**config.mk**
```make
export PLATFORM = sky130hd
export DESIGN_NAME = configs_load_ctrl
export DESIGN_NICKNAME = d
export VERILOG_FILES = /design/src/rtl/cm_pkg.sv /design/src/rtl/cm_onehot_dec.sv /design/src/rtl/configs_load_ctrl.sv
export SDC_FILE = /design/constraint.sdc
export NUM_CORES = 1
export LEC_CHECK = 0
export BUFFER_PORTS_ARGS = -buffer_cell sky130_fd_sc_hd__buf_2
export CAP_MARGIN = 20
export CORE_AREA = 2 2 148 78
export CTS_CLUSTER_DIAMETER = 60
export CTS_CLUSTER_SIZE = 8
export DETAILED_ROUTE_END_ITERATION = 10
export DIE_AREA = 0 0 150 80
export MAX_ROUTING_LAYER = met4
export PLACE_DENSITY_LB_ADDON = 0.05
export SLEW_MARGIN = 20
export SYNTH_ARGS = -nofsm -noshare
export SYNTH_HDL_FRONTEND = slang
export SYNTH_SLANG_ARGS = --single-unit
```
**constraint.sdc**
```tcl
create_clock -name clk -period 3.7 [get_ports clk]
set_clock_uncertainty 0.2 [all_clocks]
set_input_delay 0.185 -clock clk [delete_from_list [all_inputs] [get_ports clk]]
set_output_delay 0.185 -clock clk [all_outputs]
set_load 0.02 [all_outputs]
```
**src/rtl/cm_pkg.sv**
```systemverilog
// -----------------------------------------------------------------------------
// cm_pkg
// Shared definitions for the config-latch load controller:
//   - default word width / latch-word count and the derived index width
//   - the load-sequencer state encoding
//   - the checksum fold helper used when CFG_CHECKSUM_EN is defined
// -----------------------------------------------------------------------------
package cm_pkg;

    localparam int CM_WORD_W    = 32;
    localparam int CM_NUM_WORDS = 34;
    localparam int CM_IDX_W     = $clog2(CM_NUM_WORDS);

    typedef enum logic [2:0] {
        ST_IDLE   = 3'd0,
        ST_WAIT   = 3'd1,
        ST_SETUP  = 3'd2,
        ST_STROBE = 3'd3,
        ST_HOLD   = 3'd4,
        ST_CHK    = 3'd5,
        ST_FIN    = 3'd6
    } cm_state_e;

    // Running XOR checksum: the expected trailer word is the XOR of all data words.
    function automatic logic [CM_WORD_W-1:0] cm_xor_fold(
        input logic [CM_WORD_W-1:0] acc,
        input logic [CM_WORD_W-1:0] word
    );
        return acc ^ word;
    endfunction

endpackage

```
**src/rtl/cm_onehot_dec.sv**
```systemverilog
// -----------------------------------------------------------------------------
// cm_onehot_dec
// Turns the current latch index plus a strobe request into a one-hot enable
// vector, registered so the latch enables never glitch.
// Ports:
//   clk, reset    clock and synchronous active-high reset
//   idx           latch word index (never exceeds NUM_WORDS-1)
//   strobe        request an enable pulse for idx in the next cycle
//   en            registered one-hot (or all-zero) latch enables
// -----------------------------------------------------------------------------
module cm_onehot_dec
    import cm_pkg::*;
#(
    parameter int NUM_WORDS = CM_NUM_WORDS,
    parameter int IDX_W     = $clog2(NUM_WORDS)
) (
    input  logic                 clk,
    input  logic                 reset,
    input  logic [IDX_W-1:0]     idx,
    input  logic                 strobe,
    output logic [NUM_WORDS-1:0] en
);

    logic [NUM_WORDS-1:0] en_s;
    logic [NUM_WORDS-1:0] en_r;

    // Decode: at most one bit set, and only while a strobe is requested.
    always_comb begin
        en_s = '0;
        for (int i = 0; i < NUM_WORDS; i++) begin
            if (strobe && (idx == IDX_W'(i))) begin
                en_s[i] = 1'b1;
            end else begin
                en_s[i] = 1'b0;
            end
        end
    end

    // Output register: enables come straight from flops.
    always_ff @(posedge clk) begin
        if (reset) begin
            en_r <= '0;
        end else begin
            en_r <= en_s;
        end
    end

    assign en = en_r;

endmodule

```
**src/rtl/configs_load_ctrl.sv**
```systemverilog
// -----------------------------------------------------------------------------
// configs_load_ctrl
// Sequences a stream of configuration words into the level-sensitive config
// latch bank. Each accepted word is placed on the shared data bus, then the
// matching latch enable is pulsed with one cycle of setup before and one
// cycle of hold after, so latch data is stable around every enable pulse.
//
// Optional feature macro: CFG_CHECKSUM_EN
//   defined   : after the last word one extra XOR checksum word is accepted;
//               a mismatch sets the sticky io_err and suppresses io_done.
//   undefined : no checksum state or accumulator, io_err is constant 0.
//
// Ports:
//   clk, reset      clock and synchronous active-high reset
//   io_start        pulse: begin a full load (only honoured when idle)
//   io_abort        level: drop the load and return to idle (highest priority)
//   io_word_valid   config word available from the producer
//   io_word_data    config word
//   io_word_ready   word accepted when valid && ready
//   io_d_in         registered data bus to the latch bank
//   io_configs_en   registered one-hot latch enables
//   io_busy         high in every state except idle
//   io_done         one-cycle pulse on successful completion
//   io_err          sticky checksum error, cleared by the next start
// -----------------------------------------------------------------------------
module configs_load_ctrl
    import cm_pkg::*;
#(
    parameter int WORD_W    = CM_WORD_W,
    parameter int NUM_WORDS = CM_NUM_WORDS
) (
    input  logic                 clk,
    input  logic                 reset,
    input  logic                 io_start,
    input  logic                 io_abort,
    input  logic                 io_word_valid,
    input  logic [WORD_W-1:0]    io_word_data,
    output logic                 io_word_ready,
    output logic [WORD_W-1:0]    io_d_in,
    output logic [NUM_WORDS-1:0] io_configs_en,
    output logic                 io_busy,
    output logic                 io_done,
    output logic                 io_err
);

    localparam int               IDX_W    = $clog2(NUM_WORDS);
    localparam logic [IDX_W-1:0] LAST_IDX = IDX_W'(NUM_WORDS - 1);

    cm_state_e         state_r;
    cm_state_e         state_s;
    logic [IDX_W-1:0]  idx_r;
    logic [IDX_W-1:0]  idx_s;
    logic [WORD_W-1:0] d_in_r;
    logic [WORD_W-1:0] d_in_s;
    logic              ready_r;
    logic              ready_s;
    logic              busy_r;
    logic              busy_s;
    logic              done_r;
    logic              done_s;
    logic              strobe_s;
    logic              hs_s;

`ifdef CFG_CHECKSUM_EN
    logic [WORD_W-1:0] acc_r;
    logic [WORD_W-1:0] acc_s;
    logic              err_r;
    logic              err_s;
`endif

    // The ready flop always mirrors the state (WAIT/CHK), so this is a true handshake.
    assign hs_s = io_word_valid && ready_r;

    // Next-state, next-index, bus capture and registered-output next values.
    always_comb begin
        state_s  = state_r;
        idx_s    = idx_r;
        d_in_s   = d_in_r;
        strobe_s = 1'b0;
`ifdef CFG_CHECKSUM_EN
        acc_s    = acc_r;
        err_s    = err_r;
`endif
        if (io_abort) begin
            // Abort wins over start and valid; index and bus data are left as-is.
            state_s = ST_IDLE;
        end else begin
            case (state_r)
                ST_IDLE: begin
                    if (io_start) begin
                        state_s = ST_WAIT;
                        idx_s   = '0;
`ifdef CFG_CHECKSUM_EN
                        acc_s   = '0;
                        err_s   = 1'b0;
`endif
                    end else begin
                        state_s = ST_IDLE;
                    end
                end
                ST_WAIT: begin
                    if (hs_s) begin
                        // The only place the latch data bus ever changes.
                        d_in_s  = io_word_data;
                        state_s = ST_SETUP;
`ifdef CFG_CHECKSUM_EN
                        acc_s   = cm_xor_fold(acc_r, io_word_data);
`endif
                    end else begin
                        state_s = ST_WAIT;
                    end
                end
                ST_SETUP: begin
                    // Request the enable now so the registered pulse lands in STROBE.
                    strobe_s = 1'b1;
                    state_s  = ST_STROBE;
                end
                ST_STROBE: begin
                    state_s = ST_HOLD;
                end
                ST_HOLD: begin
                    if (idx_r == LAST_IDX) begin
`ifdef CFG_CHECKSUM_EN
                        state_s = ST_CHK;
`else
                        state_s = ST_FIN;
`endif
                    end else begin
                        idx_s   = idx_r + IDX_W'(1);
                        state_s = ST_WAIT;
                    end
                end
                ST_CHK: begin
`ifdef CFG_CHECKSUM_EN
                    if (hs_s) begin
                        if (io_word_data == acc_r) begin
                            state_s = ST_FIN;
                        end else begin
                            err_s   = 1'b1;
                            state_s = ST_IDLE;
                        end
                    end else begin
                        state_s = ST_CHK;
                    end
`else
                    state_s = ST_IDLE;
`endif
                end
                ST_FIN: begin
                    state_s = ST_IDLE;
                end
                default: begin
                    state_s = ST_IDLE;
                end
            endcase
        end

        ready_s = (state_s == ST_WAIT) || (state_s == ST_CHK);
        busy_s  = (state_s != ST_IDLE);
        done_s  = (state_s == ST_FIN);
    end

    // State, index and registered outputs.
    always_ff @(posedge clk) begin
        if (reset) begin
            state_r <= ST_IDLE;
            idx_r   <= '0;
            d_in_r  <= '0;
            ready_r <= 1'b0;
            busy_r  <= 1'b0;
            done_r  <= 1'b0;
        end else begin
            state_r <= state_s;
            idx_r   <= idx_s;
            d_in_r  <= d_in_s;
            ready_r <= ready_s;
            busy_r  <= busy_s;
            done_r  <= done_s;
        end
    end

`ifdef CFG_CHECKSUM_EN
    // Checksum accumulator and sticky error flag.
    always_ff @(posedge clk) begin
        if (reset) begin
            acc_r <= '0;
            err_r <= 1'b0;
        end else begin
            acc_r <= acc_s;
            err_r <= err_s;
        end
    end

    assign io_err = err_r;
`else
    assign io_err = 1'b0;
`endif

    cm_onehot_dec #(
        .NUM_WORDS (NUM_WORDS),
        .IDX_W     (IDX_W)
    ) u_dec (
        .clk    (clk),
        .reset  (reset),
        .idx    (idx_r),
        .strobe (strobe_s),
        .en     (io_configs_en)
    );

    assign io_word_ready = ready_r;
    assign io_d_in       = d_in_r;
    assign io_busy       = busy_r;
    assign io_done       = done_r;

endmodule

```
# Word level (Yosys, flattened, before mapping)
# Index checks and enable logic that the tools add are counted.
# W data, S select, Z words.
[word_totals]
output_inout_bits = 70
word_cells = 137
regBits = 78
inputBits = 37
[op_classes]
n_reduce_logical = 42
n_addsub = 1
bitwise_logic = 1
muxes = 44
n_eq_ne = 42
[ops]
columns = ["op", "count"]
rows = [
  ["$eq A6 B5 Y1 const B", 16],
  ["$eq A6 B4 Y1 const B", 8],
  ["$mux W1", 37],
  ["$logic_and A1 B1 Y1", 35],
  ["$eq A6 B3 Y1 const B", 4],
  ["$pmux W3 S5", 1],
  ["$eq A6 B2 Y1 const B", 2],
  ["$eq A6 B6 Y1 const B", 2],
  ["$mux W6", 2],
  ["$pmux W6 S2", 1],
  ["$eq A3 B3 Y1 const B", 3],
  ["$add A6 B1 Y6 const B", 1],
  ["$eq A3 B1 Y1 const B", 2],
  ["$eq A3 B2 Y1 const B", 2],
  ["$eq A6 B1 Y1 const B", 1],
  ["$logic_not A6 Y1", 1],
  ["$mux W3", 2],
  ["$ne A2 B2 Y1 const B", 2],
  ["$reduce_and A4 Y1", 1],
  ["$logic_not A3 Y1", 1],
  ["$reduce_and A3 Y1", 1],
  ["$reduce_bool A3 Y1", 1],
  ["$mux W2", 1],
  ["$reduce_bool A2 Y1", 1],
  ["other kinds (2)", 2],
]

# Logic depth before layout (Yosys ltp)
[depth]
depth_word = 6
depth_mapped = 7

# Hierarchy
# Synthesis repeated with hierarchy kept, for this count alone.
[unflattened]
hier_cells = 309
hier_area_um2 = 2773.9
[by_module_without_submodules]
columns = ["module", "area_each_um2", "cells_each", "seq_area_each_um2", "instances"]
rows = [
  ["configs_load_ctrl", 1727.9, 216, 880.8, 1],
  ["cm_onehot_dec", 1046.0, 93, 680.7, 1],
]

# Least setup slack after synthesis
# No wires, ideal clock.
[synth_timing]
path_kind = "flip-flop to flip-flop"
start = "reg ready_r (netlist: io_word_ready)"
end = "reg d_in_r[0] (netlist: io_d_in[0])"
arrival_ns = 1.322
setup_ns = 0.132
path_slack_ns = 2.046
path_stages_with_launch = 7
t_required_ns = 3.368
period_less_slack_ns = 1.654
cell_sequence = "dfxtp_1 > nand4b_1 > or3_1 > clkbuf_1 > buf_2 > nand2_1 > a21oi_1"
[synth_between]
elab_chain_len = 2
[synth_rtl]
columns = ["item", "line", "source"]
rows = [
  ["start: declaration", "configs_load_ctrl.sv:55", "logic ready_r;"],
  ["start signal: assignment", "configs_load_ctrl.sv:176", "ready_r <= ready_s;"],
  ["$logic_and A1 B1 Y1", "configs_load_ctrl.sv:72", "assign hs_s = io_word_valid && ready_r;"],
  ["$reduce_and A3 Y1 (no source line)", "--", ""],
  ["end signal: assignment", "configs_load_ctrl.sv:175", "d_in_r <= d_in_s;"],
  ["end: declaration", "configs_load_ctrl.sv:53", "logic [WORD_W-1:0] d_in_r;"],
]
# No other way between the ends.
# A chain may end at the register's enable or synchronous reset.

# Worst setup path in the final report
[layout_timing]
start = "reg state_r[0]"
end = "reg d_in_r[2] (netlist: io_d_in[2])"
[layout_between]
elab_chain_len = 2
[layout_rtl]
columns = ["item", "line", "source"]
rows = [
  ["start: declaration", "configs_load_ctrl.sv:49", "cm_state_e state_r;"],
  ["start signal: assignment", "configs_load_ctrl.sv:173", "state_r <= state_s;"],
  ["$eq A3 B1 Y1", "configs_load_ctrl.sv:88", "case (state_r)"],
  ["$reduce_and A3 Y1 (no source line)", "--", ""],
]
# No other way between the ends.

==> results by group <==
Drt
  – DR pass1 iterations: 4
  – Detailed Route WL: approximately 7300 um
  – Vias/cell: 4.064
  – DR iter-0 viols: 79
  – DR WL/cell: between 10 and 15 um
  – Antenna Nets Post-Route: 0
  – Via count: around 2400
  – DRC violations left: 0

Worst setup path
  – Arr. time, crit path: between 2000 and 2500 ps
  – Nature of the critical path startpoint: flop
  – Crit-path max FO: 32
  – Worst setup EP type: flop
  – Req. time, crit path: roughly 3700 ps
  – Critical path type: reg -> reg

Yosys
  – Mapped Area: around 0.0027 mm^2
  – FFs w/ async S/R, synth: 0%
  – Flop and latch count out of synthesis: 78
  – Seq/Total Area, Yosys: 57.62%
  – Top FF cell, synth: dfxtp_1
  – Synth area leaders: dfxtp_1 (58%), nand2_1 (9.7%), a21oi_1 (6.3%)
  – Cell taking the most area after synthesis: dfxtp_1
  – EDFF count, synth: 0
  – Top cell type's share of synthesized area: between 50% and 60%
  – Synth warn: 0
  – Post-Syn Instances: approximately 300
  – Syn_nets: 340
  – Synth unique cells: 42
  – Syn_area_per_cell: 9.064 um^2

Timing
  – Fmax: 0.4540 GHz
  – Slew @ Worst Pin: about 680 ps
  – Minimum clock period: 2203 ps
  – Sum Neg Setup Slack: 0 ps
  – Period utilization: 59.53%
  – Final slew viol count: 0
  – Rel. slew slack: ~55%
  – Hold Vio Cnt, Final: 0
  – Final setup margin: around 1500 ps
  – Final Setup Violations: 0
  – RSZ-0062 raised after global routing: false

GRT
  – Grt ovf: 0
  – Gr usage total: approximately an eighth
  – Pin count of the biggest net entering global routing: 36
  – Global-route wire length before repair: between 10000 and 15000 um
  – Initial antenna violation count: 0
  – Number of global-route vias before repair: 2191

Placed design
  – Placer congestion estimate: slightly above 0.7
  – Hpwl dp: around 5300 um
  – I/O Buffers: ~110
  – Placed cells: approximately 530
  – Place WS: roughly 1300 ps

Run status
  – Status: finished clean

Pwr
  – PwrDens: ~440 mW/mm^2
  – Overall power: roughly 1.7 mW
  – Worst VDD drop: 0.1930 mV
  – Static Leak: around 1.7 nW

Min path
  – Worst Hold Class: in -> reg

Floorplanning
  – Die footprint: 0.01200 mm^2
  – Site Rows: 27
  – # IOs: 107
  – Initial Util: between 20 and 30%
  – Die Y: approximately 80 um
  – Die W: 150 um
  – Core ar.: between 0.01 and 0.015 mm^2

Layout
  – Antenna fix cells: 0
  – Layout cell share with drive strength beyond 1: a little under a third
  – Nets: 470
  – Non-Filler Instances: a little under 600
  – Area added between synthesis and finish: 45.38%
  – Final Core Density: 36.91%

Clock tree
  – CTS clock-pin slew for the worst setup and hold paths: about 60 ps
  – CTS buffer count: 9
  – Clock Path Buffers: 2
  – CTS resizes: 0
  – Sink Count: 78
  – Post-CTS Setup Repair Bufs: 0
  – CTS root buffer: clkbuf_16
  – Worst skew pair latency: approximately 330 ps
  – CTS tree: built
  – H-Tree Depth: 3

Flow run
  – Max-Cap Viols: 0
-- where the power goes --
| part | internal [mW] | switching (mW) | total (mW) |
|---|---|---|---|
| registers | 0.842 | 0.00294 | 0.845 |
| logic | 0.0423 | 0.0320 | 0.0743 |
| clock network | 0.463 | 0.360 | 0.822 |
-- final cells by class --
cell class | instances | area (um^2)
Tap cell | 145 | 181.4
Clock inverter | 7 | 57.56
Sequential cell | 78 | 1562
Timing Repair Buffer | 138 | 853.3
Clock buffer | 9 | 225.2
Multi-Input combinational cell | 198 | 1046
Inverter | 4 | 15.01
Fill cell | 1152 | 6735
-- layer usage --
| layer | GRT usage (%) | part of all wire, % |
|---|---|---|
| met2 | 15.94 | 37 |
| met1 | 18.49 | 56 |
| met5 | - | 0 |
| met4 | 4.245 | 1.4 |
| met3 | 4.457 | 6.0 |
-- cell usage after synthesis, types with 2 or more instances --
| master | count |
|---|---|
| and3_1 | 3 |
| a21oi_1 | 34 |
| and2_1 | 2 |
| o21ai_0 | 3 |
| ha_1 | 4 |
| or3_1 | 2 |
| buf_1 | 2 |
| clkbuf_1 | 7 |
| xor2_1 | 3 |
| nand2_1 | 70 |
| nand2b_1 | 4 |
| nor2b_1 | 2 |
| nor2_1 | 39 |
| inv_1 | 4 |
| nand3_1 | 7 |
| nor3_2 | 2 |
| dfxtp_1 | 78 |
| buf_4 | 2 |
| buf_2 | 7 |
| nor3_1 | 2 |
-- what timing repair did --
action,4_1_cts,5_1_grt
hold buffers,32,0
endpoints found under the hold margin,32,0
endpoints found under the setup margin,0,0
-- critical path, cell delays in order (launching register included) --
cell and delay, ps:
dfxtp_1 560, nand4b_1 260, or3_2 780, nand2_1 170, a21oi_1 70
-- logic make-up after synthesis --
| kind of cell | after synthesis | share of synthesized area, % |
|---|---|---|
| xor gates and xnor gates | 3 | 0.9697 |
| DFF | 78 | 57.62 |
| AOI/OAI and AO/OA | 48 | 10.94 |
| and+or+nand+nor | 141 | 24.01 |
| adders and majority gates | 4 | 1.847 |
| buffers and inverters | 23 | 4.063 |
| other | 1 | 0.1384 |
| muxes | 1 | 0.4155 |
-- registers in the layout, summed over array words and instances, names as in the netlist --
register and flops:
idx_r 6, io_d_in 32, u_dec.en 34, io_done 1, state_r 3, io_busy 1, io_word_ready 1
-- placed cells by master (no fill, tap or decap), types with 2 or more instances in the layout --
cell / count
a21oi_1: 34
inv_6: 2
nor3_1: 2
dfxtp_1: 78
clkbuf_16: 9
nand3_1: 7
dlygate4sd3_1: 32
o21ai_0: 3
nand2_1: 70
clkinvlp_4: 2
inv_1: 4
nor3_4: 2
and2_1: 2
nand2b_1: 4
nor2b_1: 2
ha_1: 4
buf_2: 105
nor2_1: 39
and3_1: 3
xor2_1: 3
-- final timing paths --
path / start / end / slack (ps) / depth (start not counted)
worst max-delay path: state_r[0]$_SDFF_PP0_ / io_d_in[2]$_SDFFE_PP0P_ / 1500 / 4
worst min-delay path: io_word_valid / state_r[0]$_SDFF_PP0_ / 90 / 4
worst max register to register: state_r[0]$_SDFF_PP0_ / io_d_in[2]$_SDFFE_PP0P_ / 1500 / 4
worst min register to register: io_d_in[22]$_SDFFE_PP0P_ / io_d_in[22]$_SDFFE_PP0P_ / 250 / 2
-- through the flow --
stage / hold WS, ps / area, um^2
floorplan: 121.0 / 2710
global placement: 229.5 / 3336
detailed placement: 232.7 / 3336
CTS: 81.20 / 3939
global route: 134.0 / 3940
finish: 91.78 / 3940
(Power assumes the default switching activity.)
